--- src/rtl/db_arbiter.sv ---
// Round-robin arbiter sharing one DATA_BUS slave between N_MASTERS masters.
// Responses are routed back in order through a FIFO of granted master indices.
module db_arbiter #(
  parameter int N_MASTERS = 2,
  parameter int MAX_OUT   = 2,
  localparam int IDX_W    = $clog2(N_MASTERS)
) (
  input  logic                            clk,
  input  logic                            rst_n,
  input  logic [N_MASTERS-1:0]            m_req,
  input  logic [N_MASTERS-1:0]            m_we,
  input  logic [N_MASTERS-1:0][3:0]       m_be,
  input  logic [N_MASTERS-1:0][31:0]      m_addr,
  input  logic [N_MASTERS-1:0][31:0]      m_wdata,
  output logic [N_MASTERS-1:0]            m_gnt,
  output logic [N_MASTERS-1:0]            m_rvalid,
  output logic [N_MASTERS-1:0][31:0]      m_rdata,
  output logic [N_MASTERS-1:0]            m_err,
  output logic                            s_req,
  output logic                            s_we,
  output logic [3:0]                      s_be,
  output logic [31:0]                     s_addr,
  output logic [31:0]                     s_wdata,
  input  logic                            s_gnt,
  input  logic                            s_rvalid,
  input  logic [31:0]                     s_rdata,
  input  logic                            s_err,
  output logic                            protocol_err_o
);

  localparam int PTR_W = (MAX_OUT > 1) ? $clog2(MAX_OUT) : 1;
  localparam int CNT_W = $clog2(MAX_OUT + 1);

  typedef struct packed {
    logic        we;
    logic [3:0]  be;
    logic [31:0] addr;
    logic [31:0] wdata;
  } bus_req_t;

  bus_req_t         mreq [N_MASTERS];
  bus_req_t         sreq_bus;
  logic [IDX_W-1:0] rr_ptr, win, head;
  logic             any_req, full, push, pop;
  logic [IDX_W-1:0] fifo [MAX_OUT];
  logic [PTR_W-1:0] wr_ptr, rd_ptr;
  logic [CNT_W-1:0] count;

  function automatic logic [PTR_W-1:0] ptr_inc(input logic [PTR_W-1:0] p);
    return (p == PTR_W'(MAX_OUT - 1)) ? '0 : p + PTR_W'(1);
  endfunction

  // First requester at or after rr_ptr, wrapping around.
  always_comb begin
    int  idx;
    logic found;
    win   = '0;
    found = 1'b0;
    idx   = 0;
    for (int k = 0; k < N_MASTERS; k++) begin
      idx = (int'(rr_ptr) + k) % N_MASTERS;
      if (!found && m_req[IDX_W'(idx)]) begin
        win   = IDX_W'(idx);
        found = 1'b1;
      end
    end
  end

  assign any_req  = |m_req;
  assign full     = (count == CNT_W'(MAX_OUT));
  assign s_req    = any_req & ~full;
  assign push     = s_req & s_gnt;
  assign pop      = s_rvalid & (count != '0);
  assign head     = fifo[rd_ptr];
  assign sreq_bus = any_req ? mreq[win] : '0;
  assign {s_we, s_be, s_addr, s_wdata} = sreq_bus;

  for (genvar i = 0; i < N_MASTERS; i++) begin : g_m
    assign mreq[i]     = '{we: m_we[i], be: m_be[i], addr: m_addr[i], wdata: m_wdata[i]};
    assign m_gnt[i]    = push & (win == IDX_W'(i));
    assign m_rvalid[i] = pop & (head == IDX_W'(i));
    assign m_err[i]    = pop & s_err & (head == IDX_W'(i));
    assign m_rdata[i]  = s_rdata;
  end

  always_ff @(posedge clk) begin
    if (!rst_n) begin
      rr_ptr         <= '0;
      wr_ptr         <= '0;
      rd_ptr         <= '0;
      count          <= '0;
      protocol_err_o <= 1'b0;
    end else begin
      if (push) begin
        rr_ptr <= (win == IDX_W'(N_MASTERS - 1)) ? '0 : win + IDX_W'(1);
        wr_ptr <= ptr_inc(wr_ptr);
      end
      if (pop) rd_ptr <= ptr_inc(rd_ptr);
      case ({push, pop})
        2'b10:   count <= count + CNT_W'(1);
        2'b01:   count <= count - CNT_W'(1);
        default: ;
      endcase
      // A response with nothing outstanding is a slave protocol violation.
      if (s_rvalid && count == '0) protocol_err_o <= 1'b1;
    end
  end

  // Payload needs no reset: entries are only read while count says they are valid.
  always_ff @(posedge clk) begin
    if (push) fifo[wr_ptr] <= win;
  end

endmodule

--- config.mk ---
export PLATFORM = sky130hd
export DESIGN_NAME = db_arbiter
export DESIGN_NICKNAME = d
export VERILOG_FILES = /design/src/rtl/db_arbiter.sv
export SDC_FILE = /design/constraint.sdc
export NUM_CORES = 1
export LEC_CHECK = 0
export CORE_AREA = 3 3 121 123
export DETAILED_ROUTE_END_ITERATION = 7
export DIE_AREA = 0 0 124 126
export GPL_TIMING_DRIVEN = 0
export PLACE_DENSITY = 0.56
export SETUP_SLACK_MARGIN = 0.4
export SYNTH_ARGS = -nofsm -noshare
export SYNTH_HDL_FRONTEND = slang
export SYNTH_SLANG_ARGS = --single-unit
--- constraint.sdc ---
create_clock -name clk -period 2.4 [get_ports clk]
set_input_delay 0.24 -clock clk [delete_from_list [all_inputs] [get_ports clk]]
set_output_delay 0.24 -clock clk [all_outputs]
set_load 0.05 [all_outputs]
After elaboration in Yosys (flattened, before gate mapping):

Memory sizes are Yosys's and may differ from the RTL's. A register that Yosys moved wholly into a read port is not among the register bits.
Cells that the tools add are included.

* register bits after elaboration: 6
* RAM bits: 2
* output and inout bits: 141
* word-level logic and storage cells: 58
* memories: 1

Memories
* fifo: depth 2, bits a word 1, read ports 1, clocked after memory_dff 1, wr ports 1, line 45 `logic [IDX_W-1:0] fifo [MAX_OUT];`

* add/subtract/negate cells: 6
* $lt $le $gt $ge: 3
* eq/ne operators: 3
* mux-type cells: 19
* bitwise logic cells: 14
* reduce and logical (&&, ||, !) cells: 7

Operators with widths (number)
* 2-to-1 mux 69 bit: 4
* 2-to-1 mux 1 bit: 14
* AND 1 bit: 10
* < comparator 1 x 3 -> 1 bit, second input constant: 2
* adder 1 bit, second input constant: 4
* equality test 2 bit, second input constant: 2
* case mux 2 bit (2 select lines): 1
* nonzero test 2 bit: 2
* NOT 1 bit: 3
* adder 2 x 1 -> 2 bit, second input constant: 1
* equality test 2 x 1 -> 1 bit, second input constant: 1
* >= comparator 2 bit, second input constant: 1
* logical AND 1 bit: 2
* zero test 2 bit: 1
* NOT 1 -> 2 bit: 1
* OR reduction 2 bit: 1
* subtractor 2 x 1 -> 2 bit, second input constant: 1
* zero test 1 bit: 1

Logic depth before layout (Yosys ltp):

Gate-level depths: netlist (run 1).

* depth in word-level cells: 12
* mapped depth: 7

Worst setup path before layout (run 1):

Ideal clock, no wire load.

* kind: flip-flop to output port
* start: register count[0]
* end: output m_err[1]
* arrival time: 1699 ps
* required time: 2160 ps
* path slack: 461 ps
* stages on the path, launching flop included: 3
* buffers on the path: 0
* cells stage by stage: dfxtp_1 -> o21ai_2 -> nor3b_1

* cells in the longest elaborated chain, start to end: 4

RTL lines
* start: declaration: line 47 `logic [CNT_W-1:0] count;`
* start signal: assignment: line 100 `2'b10: count <= count + CNT_W'(1);`
* start signal: assignment: line 101 `2'b01: count <= count - CNT_W'(1);`
* nonzero test 2 bit: line 73 `assign pop = s_rvalid & (count != '0);`
* AND 1 bit: line 73
* AND 1 bit (2 in series): line 82 `assign m_err[i] = pop & s_err & (head == IDX_W'(i));`
* end: declaration: line 18 `output logic [N_MASTERS-1:0] m_err,`

Every way passes these cells.

Worst setup path in the final report (run 1):

* start: input m_req[1]
* end: output m_gnt[1]

* cells in the longest elaborated chain, start to end: 4

RTL lines
* start: declaration: line 10 `input logic [N_MASTERS-1:0] m_req,`
* OR reduction 2 bit: line 69 `assign any_req = |m_req;`
* AND 1 bit: line 71 `assign s_req = any_req & ~full;`
* AND 1 bit: line 72 `assign push = s_req & s_gnt;`
* AND 1 bit: line 80 `assign m_gnt[i] = push & (win == IDX_W'(i));`
* end: declaration: line 15 `output logic [N_MASTERS-1:0] m_gnt,`

Every way passes these cells.

==> run_results.csv, run 1 <==
group,metric,value,unit
run_status,status,"finished clean",
routing,drt_wl_total,11600,um
routing,wl_per_cell,14.2,um
placed_design,place_hpwl,9910,um
clock_network,numCtsBuffers,3,
sta,fin_crit_sh,0.799,
yosys,synth_top_area_frac,0.284,
die,core_area,0.0138,mm2
routing,vias_per_cell,3.93,
routing,drc,0,
grt,top_usage_layer,"met2",
yosys,yosys.area.top_type,"nand2_1",
routing,drtPass1Iterations,4,
critical_path,worstPathRequired,2.16,ns
sta,finalClockSkew,0.000736,ns
routing,drt_iter0_drc,97,
yosys,ys.flop_type,"dfxtp_1",
clock_network,insertion_delay,0.23,ns
clock_network,clock-sinks,9,
layout,antenna_cells,0,
grt,use_met3,0.0314,
hold_path,hp-class,"reg2reg",
yosys,ys_seq_elements,9,
critical_path,cp_max_fo,8,
power,ir_worst_vdd,225,uV
yosys,synth_warnings,0,
layout,post-route-util,0.348,
yosys,synth_area,0.00187,mm2
yosys,async_flop_share,0,
sta,slew_headroom,0.653,
power,power.density,489,mW/mm2
critical_path,startpoint_type,"primary input",
die,die_area,0.0156,mm2
layout,fillers,1510,
die,start_util,0.136,
die,fp-row-count,43,
sta,rsz0062_at_grt,"yes",
placed_design,gp_congestion,0.799,
sta,min_period,1.92,ns
yosys,synth_top_cells_by_count,"141 x nand2_1, 71 x a21oi_1, 64 x buf_4",
die,die_w,124,um
critical_path,arrival,1.68,ns
layout,drive_gt1_frac,0.269,
yosys,syn-num-nets,518,
grt,grt_pass1_vias,3148,
sta,final-max-slew-violation-count,0,
placed_design,port_buffers,285,
sta,max_clock_freq,0.522,GHz
grt,antenna_found_initial,0,
yosys,synth.avg_cell_area,5.49,um2
grt,met2_usage,0.264,
yosys,yosysSeqAreaShare,0.107,
critical_path,endpoint_kind,"output port",
clock_network,clkTransAtPathRegs,0.04,ns
routing,ant_nets,0,
yosys,synth_cell_types,25,
sta,tightest_slew,0.519,ns
layout,nets,810,
clock_network,clockBufferDepth,2,
sta,hold_viol_final,0,
clock_network,cts_hold_buf,0,
yosys,synth_area_leaders,"nand2_1 28%, buf_4 26%, a21oi_1 19%",
clock_network,htree_levels,1,
sta,whs,0.484,ns
grt,grt_overflow,0,
grt,met1_usage,0.145,
critical_path,critPathKind,"in2out",
yosys,synth_cells,340,
routing,vias,3187,
layout,area_delta_synth_final,157,%
clock_network,cts_root_buf,"clkbuf_16",
die,dieHeight,126,um
grt,track_usage,0.133,
sta,final-setup-viol-count,0,
run,max_cap_violations,0,
yosys,synth_edf_count,2,
clock_network,cts_tree,"built",
grt,grt_pass1_wl,16600,um
yosys,synth.most_common_cell,"nand2_1",
power,cellLeakagePower,2.22,nW
grt,grt_max_degree,12,
die,pin_count,318,
sta,tns,0,ns
## power by group
| group | internal [W] | leakage (nW) | switching (W) |
|---|---|---|---|
| logic | 0.000682 | 2.11 | 0.00114 |
| registers | 0.000199 | 0.0769 | 0.0000352 |
| clock network | 0.000222 | 0.0382 | 0.0000693 |
| total | 0.00110 | 2.22 | 0.00124 |
## area by class of cell
type | instances | area (um2) | area share
tap | 180 | 225 | 0.0470
buffer | 86 | 609 | 0.127
inverter | 5 | 21.3 | 0.00444
timing repair buffer | 287 | 2560 | 0.535
multi-input combinational | 240 | 1100 | 0.229
sequential | 9 | 200 | 0.0418
clock buffer | 4 | 78.8 | 0.0164
## path summary, 6_finish.rpt
path	slack, ns	start	cells past startpoint	end
worst max-delay path	0.48	m_req[1]	6	m_gnt[1]
worst min-delay path	0.48	wr_ptr	2	wr_ptr
worst max register to register	0.61	count[0]	7	count[1]
worst min register to register	0.48	wr_ptr	2	wr_ptr
## through the flow
step	area (um2)	total power, W	worst slack, ns	cells
2_1_floorplan	1870	0.00141	0.461	340
3_3_place_gp	4940	0.00214	-0.701	805
3_5_place_dp	4940	0.00215	-0.663	805
4_1_cts	4770	0.00235	0.399	811
5_1_grt	4790	0.00248	0.399	811
6_report	4790	0.00234	0.483	811
## worst max-delay path: stages
cell,delay (ns)
clkdlybuf4s50_1,0.50
nor2_4,0.09
or3_1,0.36
buf_6,0.15
nor2_1,0.10
clkbuf_4,0.24
## metal layers
| layer | vias to the layer above | routed length, um |
|---|---|---|
| met3 | 4 | 1180 |
| met1 | 1403 | 4120 |
| met5 | - | 0 |
| met4 | 0 | 38 |
| met2 | 177 | 6210 |
| li1 | 1603 | - |
## layout by cell type (no fill, tap or decap), types with 2 or more instances in the layout
master	netlist	layout
nand2_1	141	140
buf_4	64	85
mux2i_1	2	2
nor2b_1	2	2
and2_1	3	3
xnor2_1	3	3
clkdlybuf4s15_2	0	2
a21oi_1	71	71
inv_1	2	2
or3_1	2	2
edfxtp_1	2	2
buf_2	7	55
nor2_1	8	7
clkbuf_2	0	11
clkdlybuf4s50_1	0	208
dfxtp_1	7	7
clkbuf_16	0	3
clkbuf_4	0	6
dlygate4sd2_1	0	5
## logic make-up after synthesis
family	share of synthesized area
DFF	0.107
muxes	0.0107
xor gates and xnor gates	0.0141
AOI/OAI and AO/OA	0.206
buffers and inverters	0.320
adders and majority gates	0.00670
and+or+nand+nor	0.335
## what timing repair did
action / in CTS / in global routing
setup buffers: 2 / 0
resized for setup: 399 / 10
pin swaps: 2 / 0
endpoints found under the setup margin: 78 / 34
(Power assumes the default switching activity.)
==> inputs of run 2 (changes only) <==
Settings changed: CORE_AREA 3 3 121 123 to 3 3 123 125, DIE_AREA 0 0 124 126 to 0 0 126 128.
Clock period 2.4 ns to 1.75 ns, I/O delays scaled along.
==> run 2 against run 1 <==
Cell count is 7.2% higher. The run now ends with negative setup slack left. First-iteration DRC count fell by 33%. Sequential power is 44% higher. Non-clock buffer count rose by 55. Clock skew is 0.0023 ns higher. Final area is 70% higher. Routed wire length up 25%. Via count up 11%. Critical path depth rose by 1. Worst hold slack worse by 0.15 ns.
==> run_results.csv, run 2 (same netlist as run 1, synthesis figures left out) <==
group,metric,value,unit
routing,drt_wl_total,14400,um
grt,grt_max_degree,11,
sta,slew_headroom,0.656,
run,max_cap_violations,0,
routing,drtPass1Iterations,4,
critical_path,cp_max_fo,5,
clock_network,cts_hold_buf,0,
die,core_area,0.0140,mm2
power,power.density,612,mW/mm2
grt,antenna_found_initial,0,
critical_path,endpoint_kind,"flop",
placed_design,place_hpwl,10400,um
clock_network,insertion_delay,0.24,ns
sta,final-max-slew-violation-count,0,
sta,hold_viol_final,0,
layout,antenna_cells,0,
sta,finalClockSkew,0.00300,ns
hold_path,holdPathStages,4,
clock_network,numCtsBuffers,3,
routing,ant_nets,0,
layout,layout_commonest_cell,"clkdlybuf4s50_1",
routing,drc,0,
critical_path,arrival,1.97,ns
routing,drt_iter0_drc,65,
layout,layout_common_cells,"205 x clkdlybuf4s50_1, 102 x nand2_4, 80 x buf_4",
sta,timing.final.ws_setup,-0.0522,ns
layout,area_delta_synth_final,336,%
placed_design,gp_congestion,0.771,
power,ir_worst_vdd,366,uV
die,fp-row-count,43,
grt,grt_pass1_vias,3975,
sta,rsz0062_at_grt,"yes",
routing,vias_per_cell,4.08,
routing,vias,3546,
run_status,violations,"negative setup slack",
layout,stdcell_count,869,
power,cellLeakagePower,3.61,nW
grt,grt_overflow,0,
clock_network,clkTransAtPathRegs,0.04,ns
clock_network,clockBufferDepth,2,
die,die_w,126,um
run_status,status,"finished with violations",
sta,max_clock_freq,0.555,GHz
critical_path,startpoint_type,"flop",
critical_path,critPathKind,"reg2reg",
placed_design,port_buffers,285,
hold_path,hp-class,"in2reg",
sta,fin_crit_sh,1.03,
sta,min_period,1.80,ns
layout,nets,868,
routing,wl_per_cell,16.6,um
sta,tightest_slew,0.515,ns
die,die_area,0.0161,mm2
placed_design,place_inst,805,
clock_network,htree_levels,1,
layout,final_area,0.00815,mm2
clock_network,clock-sinks,9,
clock_network,cts_tree,"built",
sta,final-setup-viol-count,1,
clock_network,cts_root_buf,"clkbuf_16",
die,dieHeight,128,um
grt,track_usage,0.166,
die,start_util,0.133,
layout,drive_gt1_frac,0.640,
critical_path,rr_worst_depth,7,
placed_design,placed_area,0.00576,mm2
grt,grt_pass1_wl,21400,um
critical_path,worstPathRequired,1.91,ns
die,pin_count,318,
==> run 2: cell count changes in the layout (fill, tap and decap cells not counted), moves of 14 or more <==
cell and delta:
buf_6 +69, a21oi_4 +69, buf_8 +30, nand2_2 +20, nand2_1 -122, clkbuf_16 +14
buf_2 -54, nand2_4 +101, a21oi_1 -69
==> run 2: power by group <==
group	switching (W)	internal, W	total (W)
registers	0.0000500	0.000286	0.000336
logic	0.00222	0.00203	0.00424
clock network	0.000104	0.000305	0.000409
==> run 2: per-layer routing <==
metal  global-route usage  vias to the layer above  part of all wire
li1                     -                     1730                 -
met5                    0                        -                 0
met3               0.0358                       13             0.067
met2                0.323                      170              0.56
met4               0.0265                        0             0.013
met1                0.189                     1633              0.36
==> run 2: cell type report <==
type	count	area, um2
fill	1191	5840
timing repair buffer	342	3890
multi-input combinational	241	2800
buffer	86	876
tap	180	225
sequential	9	211
clock buffer	4	78.8
inverter	5	33.8
timing repair inverter	2	32.5
==> run 2: worst paths after layout <==
path / start / end / slack, ns
hold reg to reg: protocol_err_o / protocol_err_o / 0.51
setup / recovery: count[1] / count[1] / -0.05
setup reg to reg: count[1] / count[1] / -0.05
hold / removal: s_gnt / rr_ptr / 0.34
==> run 2: metrics by stage <==
step,worst slack [ns],hold WS [ns],power (W),utilization,setup TNS (ns)
3_5_place_dp,-1.22,0.459,0.00329,0.412,-80.22
5_1_grt,-0.0790,0.367,0.00521,0.582,-0.101
3_3_place_gp,-1.21,0.455,0.00325,0.412,-79.02
4_1_cts,-0.0198,0.491,0.00484,0.569,-0.0202
2_1_floorplan,0.0141,0.297,0.00226,-,0
6_report,-0.0522,0.336,0.00499,0.582,-0.0522
==> run 2: critical path, stage by stage (launching register included) <==
cell	delay [ns]
dfxtp_4	0.34
nor2b_4	0.13
or3_4	0.33
buf_6	0.14
ha_4	0.15
xnor2_2	0.13
or3_4	0.37
a21boi_1	0.14
==> run 2: repair_timing <==
action / 4_1_cts / 5_1_grt
gates cloned: 17 / 0
endpoints found under the setup margin: 83 / 81
hold endpoints to repair: 0 / 0
gates resized for setup: 886 / 33
pin swaps: 130 / 36
setup buffers: 34 / 9
